===== src/rtl/ac97_dmar_fetch.sv =====
// AC'97 downstream DMA fetch: Wishbone word reads into a prefetch FIFO, one sample pair per frame.
// Optional define AC97_DMAR_UNDERRUN_CNT_EN enables the saturating underrun counter.
module ac97_dmar_fetch #(
  parameter int unsigned fifo_depth = 4
) (
  input  logic        sys_clk,
  input  logic        sys_rst,

  output logic [31:0] wbm_adr_o,
  output logic        wbm_cyc_o,
  output logic        wbm_stb_o,
  input  logic        wbm_ack_i,
  input  logic [31:0] wbm_dat_i,

  input  logic        dmar_en,
  input  logic [29:0] dmar_addr,
  input  logic [15:0] dmar_remaining,
  output logic        dmar_next,

  input  logic        down_en,
  input  logic        down_next_frame,
  output logic        down_pcmleft_valid,
  output logic [19:0] down_pcmleft,
  output logic        down_pcmright_valid,
  output logic [19:0] down_pcmright,

  output logic [15:0] underrun_count
);

  localparam int unsigned AW = $clog2(fifo_depth);

  typedef enum logic [1:0] {IDLE, READ, TURN} state_t;

  state_t        state;
  logic [31:0]   mem [fifo_depth];
  logic [AW-1:0] wr_ptr;
  logic [AW-1:0] rd_ptr;
  logic [AW:0]   level;
  logic [31:0]   head;
  logic          fifo_full;
  logic          fifo_empty;
  logic          flush;
  logic          push;
  logic          service;
  logic          pop;

  always_comb begin
    fifo_full  = (level == (AW+1)'(fifo_depth));
    fifo_empty = (level == '0);
    flush      = (state == IDLE) && !dmar_en;
    push       = (state == READ) && wbm_ack_i;
    service    = down_en && down_next_frame;
    // A flushing FIFO is treated as empty so nothing stale reaches the frame builder.
    pop        = service && !fifo_empty && !flush;
    head       = mem[rd_ptr];
  end

  assign wbm_stb_o = wbm_cyc_o;

  always_ff @(posedge sys_clk) begin
    if (!sys_rst && push)
      mem[wr_ptr] <= wbm_dat_i;
  end

  always_ff @(posedge sys_clk) begin
    if (sys_rst) begin
      state               <= IDLE;
      wbm_adr_o           <= '0;
      wbm_cyc_o           <= 1'b0;
      dmar_next           <= 1'b0;
      wr_ptr              <= '0;
      rd_ptr              <= '0;
      level               <= '0;
      down_pcmleft_valid  <= 1'b0;
      down_pcmleft        <= '0;
      down_pcmright_valid <= 1'b0;
      down_pcmright       <= '0;
    end else begin
      dmar_next <= 1'b0;
      case (state)
        IDLE: begin
          if (dmar_en && (dmar_remaining != '0) && !fifo_full) begin
            wbm_adr_o <= {dmar_addr, 2'b00};
            wbm_cyc_o <= 1'b1;
            state     <= READ;
          end
        end
        READ: begin
          if (wbm_ack_i) begin
            wbm_cyc_o <= 1'b0;
            dmar_next <= 1'b1;
            state     <= TURN;
          end
        end
        TURN:    state <= IDLE;
        default: state <= IDLE;
      endcase

      if (flush) begin
        wr_ptr <= '0;
        rd_ptr <= '0;
        level  <= '0;
      end else begin
        if (push) wr_ptr <= wr_ptr + AW'(1);
        if (pop)  rd_ptr <= rd_ptr + AW'(1);
        if (push && !pop)      level <= level + (AW+1)'(1);
        else if (pop && !push) level <= level - (AW+1)'(1);
      end

      if (service) begin
        if (pop) begin
          down_pcmleft_valid  <= 1'b1;
          down_pcmleft        <= {head[31:16], 4'h0};
          down_pcmright_valid <= 1'b1;
          down_pcmright       <= {head[15:0], 4'h0};
        end else begin
          down_pcmleft_valid  <= 1'b0;
          down_pcmleft        <= '0;
          down_pcmright_valid <= 1'b0;
          down_pcmright       <= '0;
        end
      end
    end
  end

`ifdef AC97_DMAR_UNDERRUN_CNT_EN
  always_ff @(posedge sys_clk) begin
    if (sys_rst)
      underrun_count <= '0;
    else if (service && fifo_empty && dmar_en && (underrun_count != '1))
      underrun_count <= underrun_count + 16'd1;
  end
`else
  assign underrun_count = '0;
`endif

endmodule


===== config.mk =====
export PLATFORM = sky130hd
export DESIGN_NAME = ac97_dmar_fetch
export DESIGN_NICKNAME = d
export VERILOG_FILES = /design/src/rtl/ac97_dmar_fetch.sv
export SDC_FILE = /design/constraint.sdc
export NUM_CORES = 1
export LEC_CHECK = 0
export CAP_MARGIN = 20
export CORE_ASPECT_RATIO = 0.9
export CORE_MARGIN = 4
export CORE_UTILIZATION = 25
export DETAILED_ROUTE_END_ITERATION = 16
export DONT_BUFFER_PORTS = 1
export GPL_ROUTABILITY_DRIVEN = 0
export SLEW_MARGIN = 40
export SYNTH_ARGS = -nofsm -noshare
export SYNTH_HDL_FRONTEND = slang
export SYNTH_SLANG_ARGS = --single-unit

===== constraint.sdc =====
create_clock -name sys_clk -period 4.22 [get_ports sys_clk]
set_input_delay 0.211 -clock sys_clk [delete_from_list [all_inputs] [get_ports sys_clk]]
set_output_delay 0.211 -clock sys_clk [all_outputs]
set_load 0.01 [all_outputs]

==> impl_metrics.py <==
metrics = {
    "floorplanning": {
        "die_area_um2": 35200,
        "core_um2": 31800,
        "initial_core_util_pct": 25.3,
        "io_pins": 177,
        "fp.dieH_um": 178,
        "rows": 62,
        "die_w_um": 197,
    },
    "synthesis": {
        "synth_top_area_share_pct": 47.7,
        "synth_compound_area_share_pct": 3.29,
        "synth_area_um2": 8050,
        "yosysSeqAreaShare_pct": 66.6,
        "ys.flop_type": "edfxtp_1",
        "ys_ff_latch": 204,
        "synth_edf_count": 128,
        "async_reset_ff_share_pct": 0,
        "synth_cell_type_count": 37,
        "yosysWarnings": 0,
        "synth_top_cell_by_area": "edfxtp_1",
        "yosys.area_share.simple_pct": 9.91,
        "syn_avg_cell_area_um2": 15.9,
        "synth_top_family_by_area": "multiplexers",
        "netlist_instances": 506,
        "synthTopCellsByArea": "edfxtp_1 48%, dfxtp_1 19%, mux4_2 8.9%, nand2b_2 4.1%, mux2i_1 4.0%",
        "yosys-mux-area-fraction_pct": 12.9,
        "synth-xor-area-share_pct": 0.544,
        "synthAdderAreaFrac_pct": 1.03,
    },
    "min_path": {
        "min_path_type": "in2reg",
    },
    "clock_tree": {
        "clk_latency_ns": 0.52,
        "htree_levels": 1,
        "cts_tree": "yes",
        "root_buffer": "clkbuf_16",
        "clkSinkCount": 204,
        "clockBufferDepth": 3,
        "cts_inserted_buffers": 23,
        "cts.reportedPaths.clkPinSlew_ns": 0.06,
        "postCtsResizedCells": 0,
    },
    "timing": {
        "fin_skew_ns": 0.00609,
        "finalSetupViolCount": 0,
        "period_needed_ns": 2.24,
        "fmax_mhz": 447,
        "fin_crit_sh_pct": 53.1,
        "tightestPinTransition_ns": 0.583,
        "hold_viol_final": 0,
        "rsz0062_at_grt": "false",
        "timing.slew.headroom_pct": 61.1,
        "finalSetupTns_ns": 0,
        "slew_violations": 0,
    },
    "place": {
        "placed_area_um2": 8290,
        "io_buffers": 0,
        "dp_hpwl_mm": 10.7,
    },
    "power": {
        "swShare_pct": 22.4,
        "powerDensity_nw_per_um2": 446,
        "p_total_uw": 4310,
        "ir_drop_uv": 398,
        "seqPwrFrac_pct": 51.1,
        "p_int_uw": 3350,
        "comb_power_share_pct": 5.2,
        "p_leak_uw": 0.00318,
        "power_frac_clock_pct": 43.7,
        "switching_power_uw": 964,
    },
    "global_routing": {
        "grt_antenna_before_repair": 1,
        "first_global_vias": 4267,
        "grt_usage_pct": 9.66,
        "grt_pass1_wl_mm": 26.3,
        "grt_max_degree": 98,
        "gr-total-overflow": 0,
    },
    "worst_setup_path": {
        "cp.required_ns": 4.67,
        "cp_top_family": "simple AND/OR/NAND/NOR gates",
        "worst_path_max_delay_cell": "nor3_1",
        "crit_fanout": 4,
        "cp_cell_sequence": "nor3_1, nor3_4, inv_2, ha_1, inv_1, fa_1, xor2_1, or3_1, a21oi_1",
        "crit_buf_inv": 2,
        "worstSetupPathType": "reg2reg",
        "end_kind": "flip-flop",
        "worstSetupStartpointType": "flip-flop",
        "critPathArrivalTime_ns": 2.69,
        "slowest_delay_ns": 0.46,
    },
    "routing": {
        "ant_nets": 0,
        "num_vias": 4158,
        "detail_route.wl_per_cell_um": 17.3,
        "drt-vias-per-instance": 4.15,
        "detail_route.wirelength_mm": 17.3,
        "drc": 0,
        "drt-pass1-iter-count": 4,
        "first_iter_violations": 208,
    },
    "final_layout": {
        "finalNetCount": 658,
        "n_antenna_cell": 0,
        "layout_common_cells": "128 x edfxtp_1, 74 x dfxtp_1, 65 x dlygate4sd3_1, 44 x nor2_1, 38 x nand2b_2",
        "final_common_cell": "edfxtp_1",
        "syn_to_final_growth_pct": 20.1,
        "layout-drive-gt1-share_pct": 20.9,
        "design_area_um2": 9680,
    },
    "run": {
        "cap_violations": 0,
    },
    "status": {
        "status": "complete, no violations",
    },
}
synthesized netlist by cell type, drive strengths merged, types with 3 or more instances:
| cell type | instances |
|---|---|
| edfxtp | 128 |
| dlygate4sd1 | 4 |
| inv | 6 |
| nor2 | 44 |
| mux2i | 32 |
| a21oi | 4 |
| xnor2 | 3 |
| clkbuf | 9 |
| nor4 | 5 |
| ha | 5 |
| buf | 44 |
| and2 | 4 |
| nor3 | 3 |
| a22oi | 32 |
| nand2b | 60 |
| mux4 | 32 |
| dfxtp | 76 |
| nand2 | 3 |
power by group through the flow:
stage	Sequential [uW]	Combinational, uW	Clock (uW)
5_1_grt	2210	249	2040
2_1_floorplan	2240	170	0
3_5_place_dp	2250	146	0
6_report	2200	225	1880
4_1_cts	2210	228	1950
3_3_place_gp	2250	144	0
worst register-to-register path: cells and delay by family, from the launching register on:
kind,cells,cell delay (ns)
AOI/OAI and AO/OA,1,0.15
xor gates and xnor gates,1,0.17
adders and majority gates,2,0.55
buffers and inverters,2,0.12
DFF,1,0.33
and+or+nand+nor,3,0.85
layer usage:
metal / vias up / global-route usage, % / part of all wire (%)
met1: 2029 / 12.1 / 41
met5: - / 0 / 0.040
met3: 30 / 3.85 / 9.8
met4: 2 / 2.46 / 2.0
li1: 1940 / - / -
met2: 157 / 15.7 / 47
state kept, by name, summed over array words and instances (netlist names), named ones only:
signal,count
wbm_cyc_o,1
down_pcmright_valid,1
mem,128
wbm_adr_o,30
down_pcmright,16
rd_ptr,2
level,3
dmar_next,1
wr_ptr,2
down_pcmleft,16
state,2
final timing paths:
path / from / endpoint / slack, ns / cells after the start
worst max-delay path: state[1]$_SDFFE_PP0P_ / level[2]$_SDFFE_PP0P_ / 1.98 / 9
worst min register to register: level[2]$_SDFFE_PP0P_ / level[2]$_SDFFE_PP0P_ / 0.52 / 2
worst max register to register: state[1]$_SDFFE_PP0P_ / level[2]$_SDFFE_PP0P_ / 1.98 / 9
worst min-delay path: sys_rst / wr_ptr[0]$_SDFFE_PP0N_ / 0.05 / 2
kinds of logic after synthesis:
family,count (synthesis)
flops,204
simple gates,126
mux,64
buf+inv,63
compound gates,37
fa+ha+maj,6
xor+xnor,5
other cells,1
cell type report:
type | instances | area [um^2]
clock inverters | 12 | 108
inverters | 6 | 22.5
flip-flops and latches | 204 | 5370
repair buffers | 69 | 701
multi-input cells | 264 | 2350
fillers | 3108 | 22100
well taps | 416 | 520
clock buffers | 30 | 602
stage by stage:
| stage | hold WS, ns | worst slack [ns] | instances | util (%) |
|---|---|---|---|---|
| after floorplan | 0.310 | 2.02 | 531 | - |
| after global placement | 0.305 | 1.95 | 893 | 26.0 |
| after detailed placement | 0.307 | 1.95 | 893 | 26.1 |
| after CTS | 0.0209 | 1.94 | 1001 | 30.4 |
| after global routing | 0.0671 | 1.82 | 1001 | 30.4 |
| final | 0.0540 | 1.98 | 1001 | 30.4 |
timing repair:
action / CTS / global route
setup buffers: 0 / 0
hold buffers: 66 / 0
hold endpoints to repair: 195 / 0
Power figures use the tool's default switching activity.
